<file path="src/rtl/imem_load_arbiter_pkg.sv">
// Shared types and constants for the instruction-RAM load arbiter.
package imem_pkg;
  localparam int AW_DEF        = 6;
  localparam int STEAL_MAX_DEF = 4;

  localparam logic [4:0] OP_NOP  = 5'd0;
  localparam logic [4:0] OP_HALT = 5'd1;

  typedef enum logic [1:0] {
    BOOT   = 2'd0,
    LOAD   = 2'd1,
    RUN    = 2'd2,
    HALTED = 2'd3
  } state_t;

  function automatic logic is_halt(input logic [15:0] insn);
    return insn[15:11] == OP_HALT;
  endfunction
endpackage

</file>
<file path="src/rtl/imem_load_arbiter_if.sv">
// Bus bundle between the instruction RAM arbiter and its fetch, loader and debug users.
interface imem_load_arbiter_if #(parameter int AW = imem_pkg::AW_DEF);
  logic [15:0]   i_addr;
  logic          fetch_en;
  logic [15:0]   i_out;
  logic          cpu_stall;
  logic          ld_start;
  logic          ld_valid;
  logic [15:0]   ld_data;
  logic          ld_ready;
  logic          ld_done;
  logic [AW:0]   ld_count;
  logic          ld_err;
  logic          dbg_rd_req;
  logic [AW-1:0] dbg_rd_addr;
  logic [15:0]   dbg_rd_data;
  logic          dbg_rd_valid;
  logic          halted;
  logic          addr_fault;

  modport slave (
    input  i_addr, fetch_en, ld_start, ld_valid, ld_data, ld_done, dbg_rd_req, dbg_rd_addr,
    output i_out, cpu_stall, ld_ready, ld_count, ld_err, dbg_rd_data, dbg_rd_valid,
           halted, addr_fault
  );

  modport master (
    output i_addr, fetch_en, ld_start, ld_valid, ld_data, ld_done, dbg_rd_req, dbg_rd_addr,
    input  i_out, cpu_stall, ld_ready, ld_count, ld_err, dbg_rd_data, dbg_rd_valid,
           halted, addr_fault
  );
endinterface

</file>
<file path="src/rtl/imem_load_arbiter_ram.sv">
// Instruction RAM: one synchronous write port, one combinational read port whose
// address is switched between the fetch and debug sides.
module imem_ram #(
  parameter int AW = imem_pkg::AW_DEF
) (
  input  logic          clk,
  input  logic          we,
  input  logic [AW-1:0] waddr,
  input  logic [15:0]   wdata,
  input  logic [AW-1:0] fetch_addr,
  input  logic [AW-1:0] dbg_addr,
  input  logic          dbg_sel,
  output logic [15:0]   rdata
);
  logic [15:0] mem [2**AW];

  always_ff @(posedge clk) begin
    if (we) mem[waddr] <= wdata;
  end

  assign rdata = mem[dbg_sel ? dbg_addr : fetch_addr];
endmodule

</file>
<file path="src/rtl/imem_load_arbiter.sv">
// Sequences the instruction RAM between the host loader, the CPU fetch stage and a
// debug read port that steals a fetch slot after waiting STEAL_MAX cycles.
// state | meaning: BOOT stalled idle, LOAD host writing, RUN fetching, HALTED stopped on HALT
module imem_load_arbiter
  import imem_pkg::*;
#(
  parameter int AW        = AW_DEF,
  parameter int STEAL_MAX = STEAL_MAX_DEF
) (
  input logic                clk,
  input logic                r_st,
  imem_load_arbiter_if.slave bus
);
  localparam int CW = $clog2(STEAL_MAX + 1);

  state_t        state;
  logic [AW:0]   ld_count;
  logic          ld_err;
  logic [CW-1:0] wait_cnt;
  logic          dbg_rd_valid;
  logic [15:0]   dbg_rd_data;
  logic          addr_fault;

  logic          addr_ok;
  logic          fetch_busy;
  logic          ld_ready;
  logic          wr_en;
  logic          dbg_pending;
  logic          steal;
  logic          grant;
  logic          halt_hit;
  logic [15:0]   rd_data;
  logic [15:0]   i_out;

  assign addr_ok    = (bus.i_addr[15:AW] == '0);
  assign fetch_busy = (state == RUN) && bus.fetch_en;
  assign ld_ready   = (state == LOAD) && !ld_count[AW];
  assign wr_en      = ld_ready && bus.ld_valid && !bus.ld_start;
  // The requester holds dbg_rd_req through its valid pulse; do not serve it twice.
  assign dbg_pending = bus.dbg_rd_req && !dbg_rd_valid;
  assign steal       = dbg_pending && fetch_busy && (wait_cnt == CW'(STEAL_MAX));
  assign grant       = dbg_pending && !wr_en && (!fetch_busy || steal);
  assign i_out       = addr_ok ? rd_data : {OP_NOP, 11'd0};
  assign halt_hit    = fetch_busy && !steal && addr_ok && is_halt(i_out);

  imem_ram #(.AW(AW)) u_ram (
    .clk       (clk),
    .we        (wr_en),
    .waddr     (ld_count[AW-1:0]),
    .wdata     (bus.ld_data),
    .fetch_addr(bus.i_addr[AW-1:0]),
    .dbg_addr  (bus.dbg_rd_addr),
    .dbg_sel   (grant),
    .rdata     (rd_data)
  );

  always_ff @(posedge clk or negedge r_st) begin
    if (!r_st) begin
      state        <= BOOT;
      ld_count     <= '0;
      ld_err       <= 1'b0;
      wait_cnt     <= '0;
      dbg_rd_valid <= 1'b0;
      dbg_rd_data  <= '0;
      addr_fault   <= 1'b0;
    end else begin
      dbg_rd_valid <= grant;
      addr_fault   <= fetch_busy && !steal && !addr_ok;

      if (grant) begin
        dbg_rd_data <= rd_data;
        wait_cnt    <= '0;
      end else if (dbg_pending && fetch_busy) begin
        wait_cnt <= wait_cnt + CW'(1);
      end else if (!dbg_pending) begin
        wait_cnt <= '0;
      end

      if (bus.ld_start) begin
        ld_count <= '0;
        ld_err   <= 1'b0;
      end else if (wr_en) begin
        ld_count <= ld_count + (AW+1)'(1);
      end else if ((state == LOAD) && bus.ld_valid && ld_count[AW]) begin
        ld_err <= 1'b1;
      end

      case (state)
        BOOT, LOAD, HALTED: begin
          if (bus.ld_start)     state <= LOAD;
          else if (bus.ld_done) state <= RUN;
        end
        RUN: begin
          if (bus.ld_start)  state <= LOAD;
          else if (halt_hit) state <= HALTED;
        end
        default: state <= BOOT;
      endcase
    end
  end

  assign bus.i_out        = i_out;
  assign bus.cpu_stall    = (state != RUN) || steal;
  assign bus.ld_ready     = ld_ready;
  assign bus.ld_count     = ld_count;
  assign bus.ld_err       = ld_err;
  assign bus.dbg_rd_data  = dbg_rd_data;
  assign bus.dbg_rd_valid = dbg_rd_valid;
  assign bus.halted       = (state == HALTED);
  assign bus.addr_fault   = addr_fault;
endmodule

</file>
<file path="src/flat_wrapper.sv">
// flat-port wrapper written by rule: the top's interface ports become plain ports
module imem_load_arbiter_flat import imem_pkg::*;
#(
  parameter int AW        = AW_DEF,
  parameter int STEAL_MAX = STEAL_MAX_DEF
)
  (clk, r_st, bus_i_addr, bus_fetch_en, bus_ld_start, bus_ld_valid, bus_ld_data, bus_ld_done, bus_dbg_rd_req, bus_dbg_rd_addr, bus_i_out, bus_cpu_stall, bus_ld_ready, bus_ld_count, bus_ld_err, bus_dbg_rd_data, bus_dbg_rd_valid, bus_halted, bus_addr_fault);
  imem_load_arbiter_if #(.AW(AW)) bus_i ();
  input logic clk;
  input logic r_st;
  input wire logic [$bits(bus_i.i_addr)-1:0] bus_i_addr;
  input wire logic [$bits(bus_i.fetch_en)-1:0] bus_fetch_en;
  input wire logic [$bits(bus_i.ld_start)-1:0] bus_ld_start;
  input wire logic [$bits(bus_i.ld_valid)-1:0] bus_ld_valid;
  input wire logic [$bits(bus_i.ld_data)-1:0] bus_ld_data;
  input wire logic [$bits(bus_i.ld_done)-1:0] bus_ld_done;
  input wire logic [$bits(bus_i.dbg_rd_req)-1:0] bus_dbg_rd_req;
  input wire logic [$bits(bus_i.dbg_rd_addr)-1:0] bus_dbg_rd_addr;
  output wire logic [$bits(bus_i.i_out)-1:0] bus_i_out;
  output wire logic [$bits(bus_i.cpu_stall)-1:0] bus_cpu_stall;
  output wire logic [$bits(bus_i.ld_ready)-1:0] bus_ld_ready;
  output wire logic [$bits(bus_i.ld_count)-1:0] bus_ld_count;
  output wire logic [$bits(bus_i.ld_err)-1:0] bus_ld_err;
  output wire logic [$bits(bus_i.dbg_rd_data)-1:0] bus_dbg_rd_data;
  output wire logic [$bits(bus_i.dbg_rd_valid)-1:0] bus_dbg_rd_valid;
  output wire logic [$bits(bus_i.halted)-1:0] bus_halted;
  output wire logic [$bits(bus_i.addr_fault)-1:0] bus_addr_fault;
  assign bus_i.i_addr = bus_i_addr;
  assign bus_i.fetch_en = bus_fetch_en;
  assign bus_i.ld_start = bus_ld_start;
  assign bus_i.ld_valid = bus_ld_valid;
  assign bus_i.ld_data = bus_ld_data;
  assign bus_i.ld_done = bus_ld_done;
  assign bus_i.dbg_rd_req = bus_dbg_rd_req;
  assign bus_i.dbg_rd_addr = bus_dbg_rd_addr;
  assign bus_i_out = bus_i.i_out;
  assign bus_cpu_stall = bus_i.cpu_stall;
  assign bus_ld_ready = bus_i.ld_ready;
  assign bus_ld_count = bus_i.ld_count;
  assign bus_ld_err = bus_i.ld_err;
  assign bus_dbg_rd_data = bus_i.dbg_rd_data;
  assign bus_dbg_rd_valid = bus_i.dbg_rd_valid;
  assign bus_halted = bus_i.halted;
  assign bus_addr_fault = bus_i.addr_fault;
  imem_load_arbiter #(.AW(AW), .STEAL_MAX(STEAL_MAX)) u_core (.clk(clk), .r_st(r_st), .bus(bus_i));
endmodule
</file>
<file path="config.mk">
export PLATFORM = sky130hd
export DESIGN_NAME = imem_load_arbiter_flat
export DESIGN_NICKNAME = d
export VERILOG_FILES = /design/src/rtl/imem_load_arbiter_pkg.sv /design/src/rtl/imem_load_arbiter_if.sv /design/src/rtl/imem_load_arbiter_ram.sv /design/src/rtl/imem_load_arbiter.sv /design/src/flat_wrapper.sv
export SDC_FILE = /design/constraint.sdc
export NUM_CORES = 1
export LEC_CHECK = 0
export CAP_MARGIN = 20
export CORE_UTILIZATION = 49
export CTS_CLUSTER_SIZE = 8
export DETAILED_ROUTE_END_ITERATION = 7
export PLACE_DENSITY = 0.67
export SLEW_MARGIN = 20
export SYNTH_ARGS = -nofsm -noshare
export SYNTH_HDL_FRONTEND = slang
export SYNTH_SLANG_ARGS = --single-unit
</file>
<file path="constraint.sdc">
create_clock -name clk -period 10.8 [get_ports clk]
set_input_delay 1.62 -clock clk [delete_from_list [all_inputs] [get_ports clk]]
set_output_delay 1.62 -clock clk [all_outputs]
set_load 0.02 [all_outputs]
</file>
==> results.tsv <==
stage	metric	value	unit
status	status	finished, final reports clean	
worst_setup_path	max_stage_delay	0.91	ns
cts	insertion_delay	0.72	ns
timing	setup_viol	0	
yosys	synth_area_leader_cell	edfxtp_1	
worst_setup_path	cp-end-kind	output port	
power_and_ir_drop	p_leak	16.76	nW
global_route	grt_pass1_vias	26960	
timing	hold_viol	0	
global_route	grt-ovfl-total	0	
placement	gp_congestion	0.8566	
route	detail_route.iter0.violations	3744	
finish	final_cell_mix	edfxtp_1, nand2_1, nand3_1	
yosys	synth-seq-area-share	73.32	%
worst_hold_path	hp-class	reg2reg	
timing	fin_crit	8.845	ns
timing	maxSlewViolCount	0	
die	rows	108	
worst_setup_path	rr_worst_depth	11	
worst_setup_path	cp_max_fo	134	
finish	nets	3453	
placement	dp_slack	2.055	ns
route	vias	28480	
global_route	grt_pass1_wl	178200	um
placement	io_buffers	89	
worst_setup_path	r2r_slack	5.54	ns
finish	drive_gt1_share	9.637	%
worst_setup_path	crit_buf_inv	4	
worst_setup_path	r2r-start	u_core.bus.ld_count[6]$_DFFE_PN0P_	
cts	cts_hold_buffers	0	
timing	fin_crit_sh	81.90	%
timing	maxClockFrequency	113.1	MHz
worst_setup_path	crit_type	in2out	
worst_setup_path	worstSetupStartpointType	input port	
yosys	synthArstFlopShare	2.938	%
worst_setup_path	critical-path-slowest-cell	a211oi_1	
placement	dp_hpwl	67200	um
yosys	syn_inst	3282	
cts	cts_max_level	4	
cts	cts_resized	0	
global_route	grt-busiest-layer	met2	
timing	slew-limit-headroom	23.98	%
cts	cts_inserted_buffers	149	
cts	postCtsSetupRepairBufs	0	
yosys	ys_types	58	
timing	fin_skew	0.03656	ns
yosys	yosys_register_bits	1055	
cts	clkSinkCount	1055	
timing	setup_tns	0	ns
die	design.portCount	90	
yosys	syn_area	43000	um^2
die	die_x	298.2	um
die	core_area	86890	um^2
power_and_ir_drop	p_per_area	196.3	nW/um^2
timing	grt_setup_unrepaired	false	
cts	clockRootBuffer	clkbuf_16	
timing	worstMarginPinSlew	1.133	ns
flow_run	max-cap-violations	0	
finish	n_antenna_cell	0	
worst_hold_path	min-delay-start	u_core.bus.dbg_rd_data[7]$_DFFE_PN0N_	
global_route	grtUsageTotal	27.13	%
global_route	grt_start_max_net_pins	151	
route	wl	121300	um
cts	cts_tree	yes	
timing	worst_slack	1.955	ns
route	routedWlPerCell	26.37	um
yosys	syn_avg_cell_area	13.10	um^2
global_route	met1_usage	37.11	%
worst_setup_path	arrival	7.23	ns
yosys	yosysTopAreaCellShare	71.52	%
worst_setup_path	path_delay_family	compound AO/OA/AOI/OAI gates	
finish	mostFrequentLayoutCell	edfxtp_1	
worst_setup_path	cp.depth	14	
yosys	synth_edf_count	1024	
finish	areaGrowthSynthToFinish	14.62	%
die	dieArea	88940	um^2
yosys	yosys_warnings	0	
worst_hold_path	min_to	u_core.bus.dbg_rd_data[7]$_DFFE_PN0N_	
cts	cts_buffer_depth	3	
global_route	grt_util_met2	41.88	%
global_route	grt_antenna_before_repair	5	
die	start_util	49.48	%
yosys	netlist_top_cells_area	edfxtp_1, nand2_1, nand3_1	
power_and_ir_drop	peakVddDrop	0.0001272	V
yosys	synth_ff_type	edfxtp_1	
worst_hold_path	hold_depth	2	
route	vias_per_cell	6.192	
die	dieHeight	298.2	um
worst_setup_path	reg2reg_to	u_core.state[0]$_DFFE_PN0P_	
global_route	grt_util_met3	5.426	%
power_and_ir_drop	finalPower	9.676	mW
worst_setup_path	cp_cell_sequence	clkdlybuf4s50_1 > nand4bb_1 > a2bb2oi_4 > buf_4 > a22oi_2 > buf_12 > nand2_1 > a311oi_1 > a31oi_1 > a211oi_1 > a31oi_1 > and2_1 > a211oi_1 > clkdlybuf4s50_1	
route	drcViolationCount	0	
yosys	synth_nets	3330	
cts	clk_pin_slew	0.05	ns
worst_setup_path	cp.required	9.18	ns
route	ant_nets	0	
route	drtPass1Iterations	6	
==> per-layer routing <==
layer	vias up	part of all wire, %
met2	1598	46
met5	-	0.027
li1	12490	-
met4	6	4.6
met3	286	10
met1	14100	39
==> cells in the mapped netlist (18+ instances only) <==
cell,n
a211oi_1,81
a21oi_1,86
a221oi_1,75
a22oi_1,20
a311oi_1,70
a31oi_1,51
buf_2,89
buf_4,18
clkbuf_1,105
dfrtp_1,31
edfxtp_1,1024
inv_1,51
mux2i_1,54
nand2_1,807
nand3_1,429
nor2_1,104
==> power by group <==
group | leakage, nW | total, mW | internal [mW] | switching (mW)
clock | 1.97 | 4.14 | 2.48 | 1.66
combinational | 5.19 | 0.999 | 0.288 | 0.711
sequential | 9.60 | 4.54 | 4.52 | 0.0153
==> logic make-up after synthesis <==
group,count (synthesis),share of synthesized area [%]
buffers and inverters,289,3.149
multiplexers,70,1.676
flip-flops,1055,73.32
AND/OR/NAND/NOR,1406,13.96
XOR/XNOR,4,0.08147
AO/OA/AOI/OAI,455,7.726
adder cells (fa/ha/maj),3,0.08731
==> worst max path at each step <==
stage / start / to / slack [ns]
finish: bus_ld_valid / bus_i_out[6] / 1.95
global route: bus_ld_valid / bus_i_out[5] / 1.81
CTS: bus_ld_valid / bus_i_out[5] / 1.99
detailed placement: bus_ld_valid / bus_i_out[5] / 2.05
global placement: bus_ld_valid / bus_i_out[5] / 1.98
floorplan: bus_ld_valid / bus_i_out[10] / 4.75
==> flip-flops by register name, indices dropped and copies added, names as in the netlist <==
register	cells
u_core.u_ram.mem	1024
u_core.bus.dbg_rd_data	16
u_core.bus.ld_count	7
u_core.wait_cnt	3
u_core.state	2
u_core.bus.addr_fault	1
u_core.bus.dbg_rd_valid	1
u_core.bus.ld_err	1
==> metrics by stage <==
step	hold slack [ns]	cells	util, %	area, um^2
final	0.4887	4600	56.72	49280
after global routing	0.5071	4600	56.72	49280
after CTS	0.4903	4600	56.71	49270
after detailed placement	0.4787	4409	52.04	45210
after global placement	0.4689	4409	52.04	45210
after floorplan	0.5050	3282	-	43000
==> tightest hold or removal path: cells and delay by family (launching register included) <==
kind             cells  cell delay (ns)
flip-flops           1             0.33
AND/OR/NAND/NOR      1             0.05
AO/OA/AOI/OAI        1             0.07
==> area by class of cell <==
type / count / area [um^2]
fillers: 6791 / 37600
flip-flops and latches: 1055 / 31530
repair buffers: 210 / 1869
multi-input cells: 1938 / 10190
well taps: 1155 / 1445
inverters: 51 / 191.4
clock inverters: 13 / 221.5
clock buffers: 178 / 3837
No activity file was read; power rests on OpenSTA's default activity.
